<file path="config.mk">
export PLATFORM = sky130hd
export DESIGN_NAME = hazard_stall_controller
export DESIGN_NICKNAME = d
export VERILOG_FILES = /design/src/rtl/hazard_stall_controller.sv
export SDC_FILE = /design/constraint.sdc
export NUM_CORES = 1
export LEC_CHECK = 0
export BUFFER_PORTS_ARGS = -buffer_cell sky130_fd_sc_hd__buf_2
export CORE_ASPECT_RATIO = 0.7
export CORE_MARGIN = 2
export CORE_UTILIZATION = 52
export CTS_CLUSTER_DIAMETER = 50
export DETAILED_ROUTE_END_ITERATION = 8
export GPL_TIMING_DRIVEN = 0
export HOLD_SLACK_MARGIN = 0.06
export MAX_ROUTING_LAYER = met4
export PLACE_DENSITY = 0.85
export RECOVER_POWER = 25
export SYNTH_ARGS = -nofsm -noshare
export SYNTH_HDL_FRONTEND = slang
export SYNTH_SLANG_ARGS = --single-unit
</file>
<file path="constraint.sdc">
create_clock -name i_CLK -period 3.2 [get_ports i_CLK]
set_input_delay 0 -clock i_CLK [delete_from_list [all_inputs] [get_ports i_CLK]]
set_output_delay 0 -clock i_CLK [all_outputs]
set_load 0.02 [all_outputs]
</file>
<file path="src/rtl/hazard_stall_controller.sv">
// Hazard/stall scheduler: forwarding selects, load/branch/jr interlocks,
// data-memory wait FSM with timeout abort, saturating stall-cycle counter.
//
// Ports:
//   i_CLK, i_RST (async, active-low)
//   i_Rs*/i_Rt*/i_WriteReg*          register numbers per stage
//   i_RegWrite*, i_MemtoReg*         write enable / result select (01 = load)
//   i_BranchD, i_JumpRegD            control-flow instructions in D
//   i_MemReqM, i_MemReadyM           data-memory request / completion
//   o_Stall*, o_FlushE, o_FlushW     pipeline register control
//   o_Forward*                       forwarding selects
//   o_MemAbort, o_MemTimeout         timeout pulse / sticky flag
//   o_StallCount                     cycles with o_StallF=1 (saturating)
module hazard_stall_controller #(
  parameter int RF_ADDR_WIDTH  = 5,
  parameter int TIMEOUT_CYCLES = 16,
  parameter int COUNT_WIDTH    = 16
) (
  input  logic                     i_CLK,
  input  logic                     i_RST,
  input  logic [RF_ADDR_WIDTH-1:0] i_RsD,
  input  logic [RF_ADDR_WIDTH-1:0] i_RtD,
  input  logic [RF_ADDR_WIDTH-1:0] i_RsE,
  input  logic [RF_ADDR_WIDTH-1:0] i_RtE,
  input  logic [RF_ADDR_WIDTH-1:0] i_WriteRegE,
  input  logic [RF_ADDR_WIDTH-1:0] i_WriteRegM,
  input  logic [RF_ADDR_WIDTH-1:0] i_WriteRegW,
  input  logic                     i_RegWriteE,
  input  logic                     i_RegWriteM,
  input  logic                     i_RegWriteW,
  input  logic [1:0]               i_MemtoRegE,
  input  logic [1:0]               i_MemtoRegM,
  input  logic                     i_BranchD,
  input  logic                     i_JumpRegD,
  input  logic                     i_MemReqM,
  input  logic                     i_MemReadyM,
  output logic                     o_StallF,
  output logic                     o_StallD,
  output logic                     o_StallE,
  output logic                     o_StallM,
  output logic                     o_FlushE,
  output logic                     o_FlushW,
  output logic [1:0]               o_ForwardAE,
  output logic [1:0]               o_ForwardBE,
  output logic                     o_ForwardAD,
  output logic                     o_ForwardBD,
  output logic                     o_MemAbort,
  output logic                     o_MemTimeout,
  output logic [COUNT_WIDTH-1:0]   o_StallCount
);

  localparam int WW = (TIMEOUT_CYCLES > 2) ? $clog2(TIMEOUT_CYCLES) : 1;
  localparam logic [WW-1:0] LAST = WW'(TIMEOUT_CYCLES - 1);

  typedef enum logic [1:0] {
    IDLE  = 2'd0,
    WAIT  = 2'd1,
    ABORT = 2'd2
  } state_t;

  state_t                 state_q, state_d;
  logic [WW-1:0]          wcnt_q, wcnt_d;
  logic                   tmo_q, tmo_d;
  logic [COUNT_WIDTH-1:0] scnt_q, scnt_d;

  logic memstall, abort;
  logic lwstall, brstall, jrstall, hz;
  logic ld_e, ld_m;

  // r0 is hard-wired zero, so it never creates a dependency
  function automatic logic hit(
    input logic [RF_ADDR_WIDTH-1:0] a,
    input logic [RF_ADDR_WIDTH-1:0] b
  );
    return (a != '0) && (a == b);
  endfunction

  always_comb begin
    o_ForwardAE = 2'b00;
    if (i_RegWriteM && hit(i_RsE, i_WriteRegM))
      o_ForwardAE = 2'b10;
    else if (i_RegWriteW && hit(i_RsE, i_WriteRegW))
      o_ForwardAE = 2'b01;
    o_ForwardBE = 2'b00;
    if (i_RegWriteM && hit(i_RtE, i_WriteRegM))
      o_ForwardBE = 2'b10;
    else if (i_RegWriteW && hit(i_RtE, i_WriteRegW))
      o_ForwardBE = 2'b01;
  end

  assign o_ForwardAD = i_RegWriteM & hit(i_RsD, i_WriteRegM);
  assign o_ForwardBD = i_RegWriteM & hit(i_RtD, i_WriteRegM);

  assign ld_e = (i_MemtoRegE == 2'b01);
  assign ld_m = (i_MemtoRegM == 2'b01);

  assign lwstall = ld_e &
    (hit(i_RtE, i_RsD) | hit(i_RtE, i_RtD));
  assign brstall = i_BranchD & (
    (i_RegWriteE &
      (hit(i_WriteRegE, i_RsD) | hit(i_WriteRegE, i_RtD))) |
    (ld_m &
      (hit(i_WriteRegM, i_RsD) | hit(i_WriteRegM, i_RtD))));
  assign jrstall = i_JumpRegD & (
    (i_RegWriteE & hit(i_WriteRegE, i_RsD)) |
    (ld_m & hit(i_WriteRegM, i_RsD)));
  assign hz = lwstall | brstall | jrstall;

  always_comb begin
    state_d  = state_q;
    wcnt_d   = wcnt_q;
    memstall = 1'b0;
    abort    = 1'b0;
    unique case (state_q)
      IDLE: begin
        memstall = i_MemReqM & ~i_MemReadyM;
        if (memstall) begin
          state_d = WAIT;
          wcnt_d  = WW'(1);
        end
      end
      WAIT: begin
        if (i_MemReadyM) begin
          state_d = IDLE;
          wcnt_d  = '0;
        end else begin
          memstall = 1'b1;
          if (wcnt_q == LAST) begin
            state_d = ABORT;
            wcnt_d  = '0;
          end else begin
            wcnt_d = wcnt_q + 1'b1;
          end
        end
      end
      ABORT: begin
        // M instruction is released without data; pipeline moves on
        abort   = 1'b1;
        state_d = IDLE;
      end
      default: begin
        state_d = IDLE;
        wcnt_d  = '0;
      end
    endcase
  end

  // Memory stall freezes the whole pipe; hz is re-evaluated on release
  always_comb begin
    o_StallF = hz;
    o_StallD = hz;
    o_StallE = 1'b0;
    o_StallM = 1'b0;
    o_FlushE = hz;
    o_FlushW = 1'b0;
    if (memstall) begin
      o_StallF = 1'b1;
      o_StallD = 1'b1;
      o_StallE = 1'b1;
      o_StallM = 1'b1;
      o_FlushE = 1'b0;
      o_FlushW = 1'b1;
    end
  end

  always_comb begin
    tmo_d  = tmo_q | abort;
    scnt_d = scnt_q;
    if (o_StallF && (scnt_q != '1))
      scnt_d = scnt_q + 1'b1;
  end

  always_ff @(posedge i_CLK or negedge i_RST) begin
    if (!i_RST) begin
      state_q <= IDLE;
      wcnt_q  <= '0;
      tmo_q   <= 1'b0;
      scnt_q  <= '0;
    end else begin
      state_q <= state_d;
      wcnt_q  <= wcnt_d;
      tmo_q   <= tmo_d;
      scnt_q  <= scnt_d;
    end
  end

  assign o_MemAbort   = abort;
  assign o_MemTimeout = tmo_q;
  assign o_StallCount = scnt_q;

endmodule
</file>
* After elaboration in Yosys (flattened, before gate mapping)
Cells that the tools add are included.
Word-level totals: register bits 23, logic and storage cells 90, output and inout bits 30, input port bits 48
Cells by class: equality and inequality tests 20, reduce and logical (&&, ||, !) cells 26, multiplexer cells 18, bitwise logic cells 20, $add $sub $neg 2
Operator list (count):
- $eq A5 B5 Y1 | 12
- $reduce_bool A5 Y1 | 6
- $logic_and A1 B1 Y1 | 17
- $add A16 B1 Y16 const B | 1
- $ne A16 B16 Y1 const B | 1
- $mux W4 | 3
- $pmux W4 S3 | 1
- $and A1 B1 Y1 | 10
- $mux W2 | 5
- $or A1 B1 Y1 | 8
- $mux W1 | 7
- $eq A2 B1 Y1 const B | 3
- $add A4 B1 Y4 const B | 1
- $eq A4 B4 Y1 const B | 1
- $pmux W2 S2 | 1
- $reduce_and A2 Y1 | 2
- $ne A3 B3 Y1 const B | 1
- $eq A2 B2 Y1 const B | 1
- $logic_not A2 Y1 | 1
- $ne A2 B2 Y1 const B | 1
- $not A1 Y1 | 2
- $pmux W1 S2 | 1

* Depth between registers and ports, before layout
Gate-level depths: netlist of the first run.
depth in word-level cells 10, depth in mapped cells 9, gate-level depth less buffers 7

* Least setup slack after synthesis of the first run
Ideal clock, no wire load.
path type reg-to-reg, start register scnt_q[0], in the netlist o_StallCount[0], end register scnt_q[8], in the netlist o_StallCount[8], arrival time 1.731 ns, setup time 0.130 ns, period minus slack after synthesis 1.861 ns, setup slack 1.339 ns, cell stages (with the launch flop) 9, cell sequence dfrtp_1 -> ha_1 -> and3_1 -> nand4_1 -> nor3_1 -> a21oi_4 -> buf_6 -> nand3_1 -> xnor2_1
On the way: word-level cells in the longest chain between the ends 2, elaborated cells on any way between the ends 3
RTL lines:
- start, declared | line 64 | logic [COUNT_WIDTH-1:0] scnt_q, scnt_d;
- start signal, assigned | line 183 | scnt_q <= scnt_d;
- branches (longest 2 deep; another with $add A16 B1 Y16)
Parallel ways; which one is timed is not known. A chain may end at the register's enable or synchronous reset.

* Worst setup path in the final report of the first run
Same ends and word-level chain as after synthesis.

==> metrics.txt, run 1 <==
crit start category=flip-flop; post-layout util=0.669; DRT Pass-1 Iters=4; CTS max path bufs=2; clock skew=~0.0022 ns; unrepaired setup endpoints after global routing=false; clock-pin slew on the worst setup and hold paths=~0.080 ns; sequential-to-total area share from yosys stat=0.303; CTS tree=yes; Post-Synthesis Cells=approximately 200; VDD IR-drop max=just over 0.0003 V; worst-margin pin slew=1.19 ns; share of cells above drive strength 1=0.351; Reg2Reg Depth=8; Clk network pwr share=0.197; P_sw=331 µW; # diodes=0; Via density=about 5.2; CTS-repair resized insts=0; port bufs=67; Logic pwr share=0.381; setup TNS=0 ns; CP arrival=~2.1 ns; Mean Syn Cell Area=just over 9 µm²; Setup CP Type=flip-flop to flip-flop; Final setup viols=0; routed wire length=between 4 and 5 mm; CP endpoint kind=flip-flop; internal power=~580 µW; Ys Warns=0; average wire per cell in the routed design=approximately 14 µm; drc violations=0; WP data required=3.39 ns; CTS Buf Count=3; row count=18; Sink Count=23; cell area after synthesis=~1900 µm²; initial drt markers=93; Initial Util=0.540; # H-tree levels=1; gr usage total=0.236; gr ovfl total=0; Slew Viols, Final=0; die area=4150 µm²; postcts setup bufs=0; maxcap violations=0; Period Utilization, post-route=0.604; largest net degree at the start of global routing=24; core area=3510 µm²; syn_nets=about 250; status=complete, no violations; post-synth top area share=0.303; GP Congestion=around 0.85; Cell Area, Placed=approximately 2300 µm²; Cells on Worst Hold Path=3; ranking of synthesized cells by area=dfrtp_1 30%, xnor2_1 21%, xor2_1 9.2%; worst skew pair latency=between 0.2 and 0.3 ns; Detail Route Antenna Nets=0; vias in the first global route=between 1500 and 2000; area grow syn2layout=23.9%; DP HPWL=between 3 and 4 mm; Max Fclk=518 MHz; routed via count=around 1700; minimum clock period=1.93 ns; fin nets=327; Root Driver=clkbuf_8; Rel. slew slack=0.204; switch share=0.365; I/O pins=between 70 and 80; hold slack=roughly 0.08 ns; leakage power total=between 0.001 and 0.0015 µW; die height=~55 µm; commonest non-fill, non-tap cell in the layout=buf_2; post-synth top area cell=dfrtp_1; fin area=2350 µm²; HP Class=input pin to flip-flop; Netlist cell types=40; most used cells in the layout excluding fill and tap cells=68 x buf_2, 45 x xnor2_1, 23 x dfrtp_1; power density cells=around 390 nW/µm²; Seq cells post-synth=23; initial antenna violation count=0; first-pass GRT wire length=between 7 and 8 mm; final hold viol count=0; die span in x=approximately 76 µm; maximum fanout along the worst path=10; Sequential Power Share=0.422
per-stage QoR:
step	power, µW	instances	setup WS [ns]
floorplan	611	204	1.34
global placement	725	321	1.29
detailed placement	733	321	1.29
CTS	913	326	1.26
global route	970	326	1.08
finish	907	326	1.27
flip-flops by register name, summed over array words and instances (netlist names):
signal,flops
wcnt_q,4
o_StallCount,16
state_q,2
o_MemTimeout,1
Yosys cell counts:
library cell,instances
nand3_1,8
o22ai_1,1
buf_4,5
o21ai_0,7
and3_2,1
a21oi_1,5
nand4_1,9
dfrtp_1,23
mux2_2,2
buf_2,2
nor2_1,8
nor3_1,2
buf_6,4
a32oi_1,1
xor2_1,20
nor3b_1,1
nor4_1,6
and2_1,1
a2bb2oi_2,1
and3_1,7
or2_2,2
o221a_4,1
inv_1,3
nor3_2,1
o211ai_2,1
xnor2_1,45
or4_1,5
o21ai_1,1
a32o_1,1
o22a_2,1
or4_4,1
o32ai_1,1
nand4_2,2
ha_1,2
a21oi_4,1
clkbuf_1,3
nor2_2,1
and2b_2,1
nand2_1,16
nor2b_1,1
worst paths after layout:
kind / start / endpoint / slack (ns)
max reg2reg: o_StallCount[0]$_DFFE_PN0P_ / o_StallCount[8]$_DFFE_PN0P_ / 1.27
min: i_MemReqM / wcnt_q[0]$_DFFE_PN0P_ / 0.08
min reg2reg: o_StallCount[14]$_DFFE_PN0P_ / o_StallCount[14]$_DFFE_PN0P_ / 0.49
min in group asynchronous: i_RST / o_StallCount[13]$_DFFE_PN0P_ / 0.52
max: o_StallCount[0]$_DFFE_PN0P_ / o_StallCount[8]$_DFFE_PN0P_ / 1.27
max in group asynchronous: i_RST / o_StallCount[0]$_DFFE_PN0P_ / 1.98
metal layers:
layer	vias to the layer above	wire (µm)	GRT usage
met5	-	0	-
met4	0	48	0.0515
li1	852	-	-
met3	8	275	0.0429
met2	55	2050	0.385
met1	787	2210	0.314
cells by family (layout without fill, tap and decap cells):
family / Yosys count / in the layout / share of synthesized area
muxes: 2 / 2 / 0.0119
and+or+nand+nor: 73 / 73 / 0.220
xor gates and xnor gates: 65 / 65 / 0.300
adders and majority gates: 2 / 2 / 0.0132
AOI/OAI and AO/OA: 22 / 22 / 0.0910
DFF: 23 / 23 / 0.303
buffers and inverters: 17 / 89 / 0.0607
timing repair:
item / 4_1_cts / 5_1_grt
hold endpoints to repair: 23 / 0
endpoints found under the setup margin: 0 / 0
hold buffers: 1 / 0
power by group through the flow:
stage / registers (µW) / clock network (µW) / logic, µW
2_1_floorplan: 430 / 0 / 181
3_3_place_gp: 388 / 0 / 337
3_5_place_dp: 388 / 0 / 345
4_1_cts: 382 / 184 / 347
5_1_grt: 391 / 193 / 386
6_report: 383 / 179 / 346
area by class of cell:
class,count,area [µm²]
fillers,293,1160
inverters,3,11.3
multi-input cells,164,1210
clock inverters,1,5.00
flip-flops and latches,23,576
well taps,50,62.6
plain buffers,14,104
clock buffers,3,41.3
repair buffers,68,344
critical path, stage by stage (launching register included):
cell and delay, ns:
dfrtp_1 0.41, ha_1 0.18, and3_1 0.22, nand4_1 0.20, nor3_1 0.37, a21oi_4 0.09, buf_6 0.16, nand3_1 0.10
xnor2_1 0.12
No activity file was read; power rests on OpenSTA's default activity.
==> run 2, diff against run 1 <==
--- a/config.mk
+++ b/config.mk
@@ -5,16 +5,17 @@
 export SDC_FILE = /design/constraint.sdc
 export NUM_CORES = 1
 export LEC_CHECK = 0
+export ABC_AREA = 1
 export BUFFER_PORTS_ARGS = -buffer_cell sky130_fd_sc_hd__buf_2
 export CORE_ASPECT_RATIO = 0.7
 export CORE_MARGIN = 2
-export CORE_UTILIZATION = 52
+export CORE_UTILIZATION = 46
 export CTS_CLUSTER_DIAMETER = 50
 export DETAILED_ROUTE_END_ITERATION = 8
 export GPL_TIMING_DRIVEN = 0
 export HOLD_SLACK_MARGIN = 0.06
 export MAX_ROUTING_LAYER = met4
-export PLACE_DENSITY = 0.85
+export PLACE_DENSITY = 0.78
 export RECOVER_POWER = 25
 export SYNTH_ARGS = -nofsm -noshare
 export SYNTH_HDL_FRONTEND = slang
==> constraint.sdc (replaced) <==
create_clock -name i_CLK -period 1.7 [get_ports i_CLK]
set_input_delay 0 -clock i_CLK [delete_from_list [all_inputs] [get_ports i_CLK]]
set_output_delay 0 -clock i_CLK [all_outputs]
set_load 0.02 [all_outputs]
==> run 2 against run 1 <==
Effect of this change:
- the run now ends with negative setup slack left
- first-iteration DRC count rose by 73%
- count of clock-buffer cells in the layout did not move
- synthesized cell count rose by 66%
- worst setup slack got worse by 1.3 ns
- critical path depth rose by 3
- utilization fell by 4.5 points
- clock power rose by 96%
- combinational power rose to 2.6 times the previous value
- cell area rose by 25%
- highest routed layer unchanged
==> metrics.txt, run 2 <==
WP data required=1.91 ns (-1.48 ns); share of cells above drive strength 1=0.322 (-0.0298); average wire per cell in the routed design=12.9 µm (-8.3%); r2r startpoint=o_StallCount[3]$_DFFE_PN0P_; I/O pins=78 (unchanged); Max Fclk=575 MHz (+11%); worst-margin pin slew=1.25 ns (+0.0534 ns); CP arrival=1.95 ns (-0.17 ns); status=complete, but fails checks; most used cells in the layout excluding fill and tap cells=84 x nand2_1, 75 x buf_2, 36 x nor2_1; failing checks=negative setup slack; Cells on Worst Hold Path=5 (+2); Hold EP=wcnt_q[0]$_DFFE_PN0P_; Worst Setup SP=o_StallCount[3]$_DFFE_PN0P_; post-synth top area cell=dfrtp_1; Final setup viols=15 (+15); fin area=2930 µm² (+25%); FF-to-FF End=o_StallCount[5]$_DFFE_PN0P_; GP Congestion=0.934 (+9.9%); Reg2Reg Depth=11 (+3); clock skew=0.00371 ns (+0.00152 ns); Netlist cell types=31 (-23%); largest net degree at the start of global routing=24 (unchanged); post-synth top area share=0.261 (-0.0421); post-layout util=0.623 (-0.0455); leakage power total=0.00158 µW (+43%); initial antenna violation count=0 (unchanged); r2r setup slk=-0.04 ns (-1.31 ns); met2 Use GR=0.346 (-0.0393); cell area after synthesis=2200 µm² (+16%); Slew Viols, Final=0 (unchanged); clock-pin slew on the worst setup and hold paths=0.09 ns (about the same); minimum clock period=1.74 ns (-0.192 ns); Sink Count=23 (unchanged); row count=21 (+3); routed via count=2462 (+45%); met1 Usage GRT=0.334 (+0.0194); port bufs=70 (+4.5%); fin nets=480 (+47%); EDFF count, synth=0 (unchanged); gr usage total=0.233 (-0.00248); die height=61.9 µm (+13%); Seq cells post-synth=23 (unchanged); Setup WS post-layout=-0.0399 ns (-1.31 ns); maxcap violations=0 (unchanged); ranking of synthesized cells by area=dfrtp_1 26%, nand2_1 16%, xor2_1 12%; Mean Syn Cell Area=6.52 µm² (-30%); CTS tree=yes; Synth async-reset ratio=1.00 (unchanged); worst skew pair latency=0.27 ns (about the same); area grow syn2layout=33.1%; GR Layer Usage met3=0.0396 (-0.00327); Synth Flop Type=dfrtp_1; initial drt markers=161 (+73%); Initial Util=0.468 (-0.0717); VDD IR-drop max=0.000415 V (+36%); syn_nets=388 (+53%); HP Class=input pin to flip-flop; Via density=5.07 (-3.0%); most frequent cell after synthesis=nand2_1; maximum fanout along the worst path=5 (-5); vias in the first global route=2105 (+30%); Detail Route Antenna Nets=0 (unchanged); Post-Synthesis Cells=338 (+66%); # H-tree levels=1 (unchanged); crit start category=flip-flop; unrepaired setup endpoints after global routing=true; Cell Area, Placed=2650 µm² (+15%); Setup CP Type=flip-flop to flip-flop; power density cells=676 nW/µm² (+75%); buffers plus inverters on the worst setup path=2 (+1); Ys Warns=0 (unchanged); die span in x=86.7 µm (+14%); busiest metal layer after global routing=met2; DP HPWL=4.61 mm (+21%); Period Utilization, post-route=1.02 (+0.420); top cells by count, synth=91 x nand2_1, 37 x nand3_1, 37 x nor2_1; CP max stage cell=dfrtp_2; DRT Pass-1 Iters=4 (unchanged); gr ovfl total=0 (unchanged); die area=5370 µm² (+29%); CTS Buf Count=3 (unchanged); crit-path cells=nand2_2 > inv_2 > nand2_2 > nor2_4 > nand3_2 > nor3_2 > nand3_2 > nand2_4 > clkbuf_16 > nand2_1 > nand2_1; Root Driver=clkbuf_8; min-delay src=i_MemReqM; final hold viol count=0 (unchanged); CP peak stage delay=0.42 ns (about the same); # diodes=0 (unchanged); drc violations=0 (unchanged); Rel. slew slack=0.169 (-0.0356); max reg flops=16 (unchanged); top cell family by delay on the critical path=simple AND/OR/NAND/NOR gates; sequential-to-total area share from yosys stat=0.261 (-0.0421); CTS max path bufs=2 (unchanged); routed wire length=6.26 mm (+37%); first-pass GRT wire length=9.56 mm (+28%); Total Power=1980 µW (+120%); Setup WS pre-CTS=-0.110 ns (-1.40 ns); core area=4700 µm² (+34%); commonest non-fill, non-tap cell in the layout=nand2_1; CP endpoint kind=flip-flop
-- run 2: repair_timing --
action / CTS / global route
setup endpoints to repair: 16 / 18
gates resized for setup: 8 / 19
endpoints found under the hold margin: 24 / 0
pin swaps: 3 / 10
hold buffers: 2 / 0
buffers inserted: 6 / 8
gates cloned: 0 / 1
-- run 2: metal layers --
| layer | wire, µm | vias up |
|---|---|---|
| li1 | - | 1247 |
| met1 | 3090 | 1126 |
| met2 | 2750 | 80 |
| met3 | 364 | 9 |
| met4 | 66 | 0 |
| met5 | 0 | - |
-- run 2: how the worst max path moves through the flow --
stage | endpoint | slack (ns) | cells past startpoint
4_1_cts | o_StallCount[3]$_DFFE_PN0P_ | 0.01 | 10
5_1_grt | o_StallCount[2]$_DFFE_PN0P_ | -0.15 | 11
6_report | o_StallCount[5]$_DFFE_PN0P_ | -0.04 | 11
2_1_floorplan | o_StallCount[5]$_DFFE_PN0P_ | 0.02 | 10
3_3_place_gp | o_StallCount[8]$_DFFE_PN0P_ | -0.09 | 10
3_5_place_dp | o_StallCount[3]$_DFFE_PN0P_ | -0.11 | 10
-- run 2: where the power goes --
| part | switching [µW] | internal, µW | leakage [µW] |
|---|---|---|---|
| clock network | 187 | 164 | 0.0000255 |
| registers | 91.2 | 626 | 0.000299 |
| logic | 513 | 399 | 0.00126 |
-- run 2: cell families (layout without fill, tap and decap cells) --
family | Yosys count | count (layout) | synth area share
and+or+nand+nor | 195 | 195 | 0.396
buffers and inverters | 55 | 146 | 0.107
DFF | 23 | 23 | 0.261
adders and majority gates | 2 | 2 | 0.0114
AOI/OAI and AO/OA | 20 | 20 | 0.0528
xor gates and xnor gates | 43 | 43 | 0.171
-- run 2: worst register-to-register path, cell delays in order, from the launching register on --
cell and delay, ns:
dfrtp_2 0.42, nand2_2 0.09, inv_2 0.08, nand2_2 0.06, nor2_4 0.14, nand3_2 0.10
nor3_2 0.20, nand3_2 0.18, nand2_4 0.15, clkbuf_16 0.15, nand2_1 0.04, nand2_1 0.06
-- run 2: through the flow --
step / std cells / TNS (ns) / hold WS [ns]
final: 486 / -0.350 / 0.236
after global routing: 486 / -2.06 / 0.284
after CTS: 477 / 0 / 0.195
after detailed placement: 465 / -1.16 / 0.00902
after global placement: 465 / -0.989 / 0.000504
after floorplan: 338 / 0 / -0.296
-- run 2: final cells by class --
| cell class | count | area [µm²] |
|---|---|---|
| tap | 57 | 71.3 |
| inverter | 42 | 158 |
| buffer | 13 | 98.8 |
| clock buffer | 3 | 41.3 |
| fill | 426 | 1770 |
| timing repair buffer | 87 | 505 |
| sequential | 23 | 582 |
| clock inverter | 1 | 5.00 |
| multi-input combinational | 260 | 1470 |
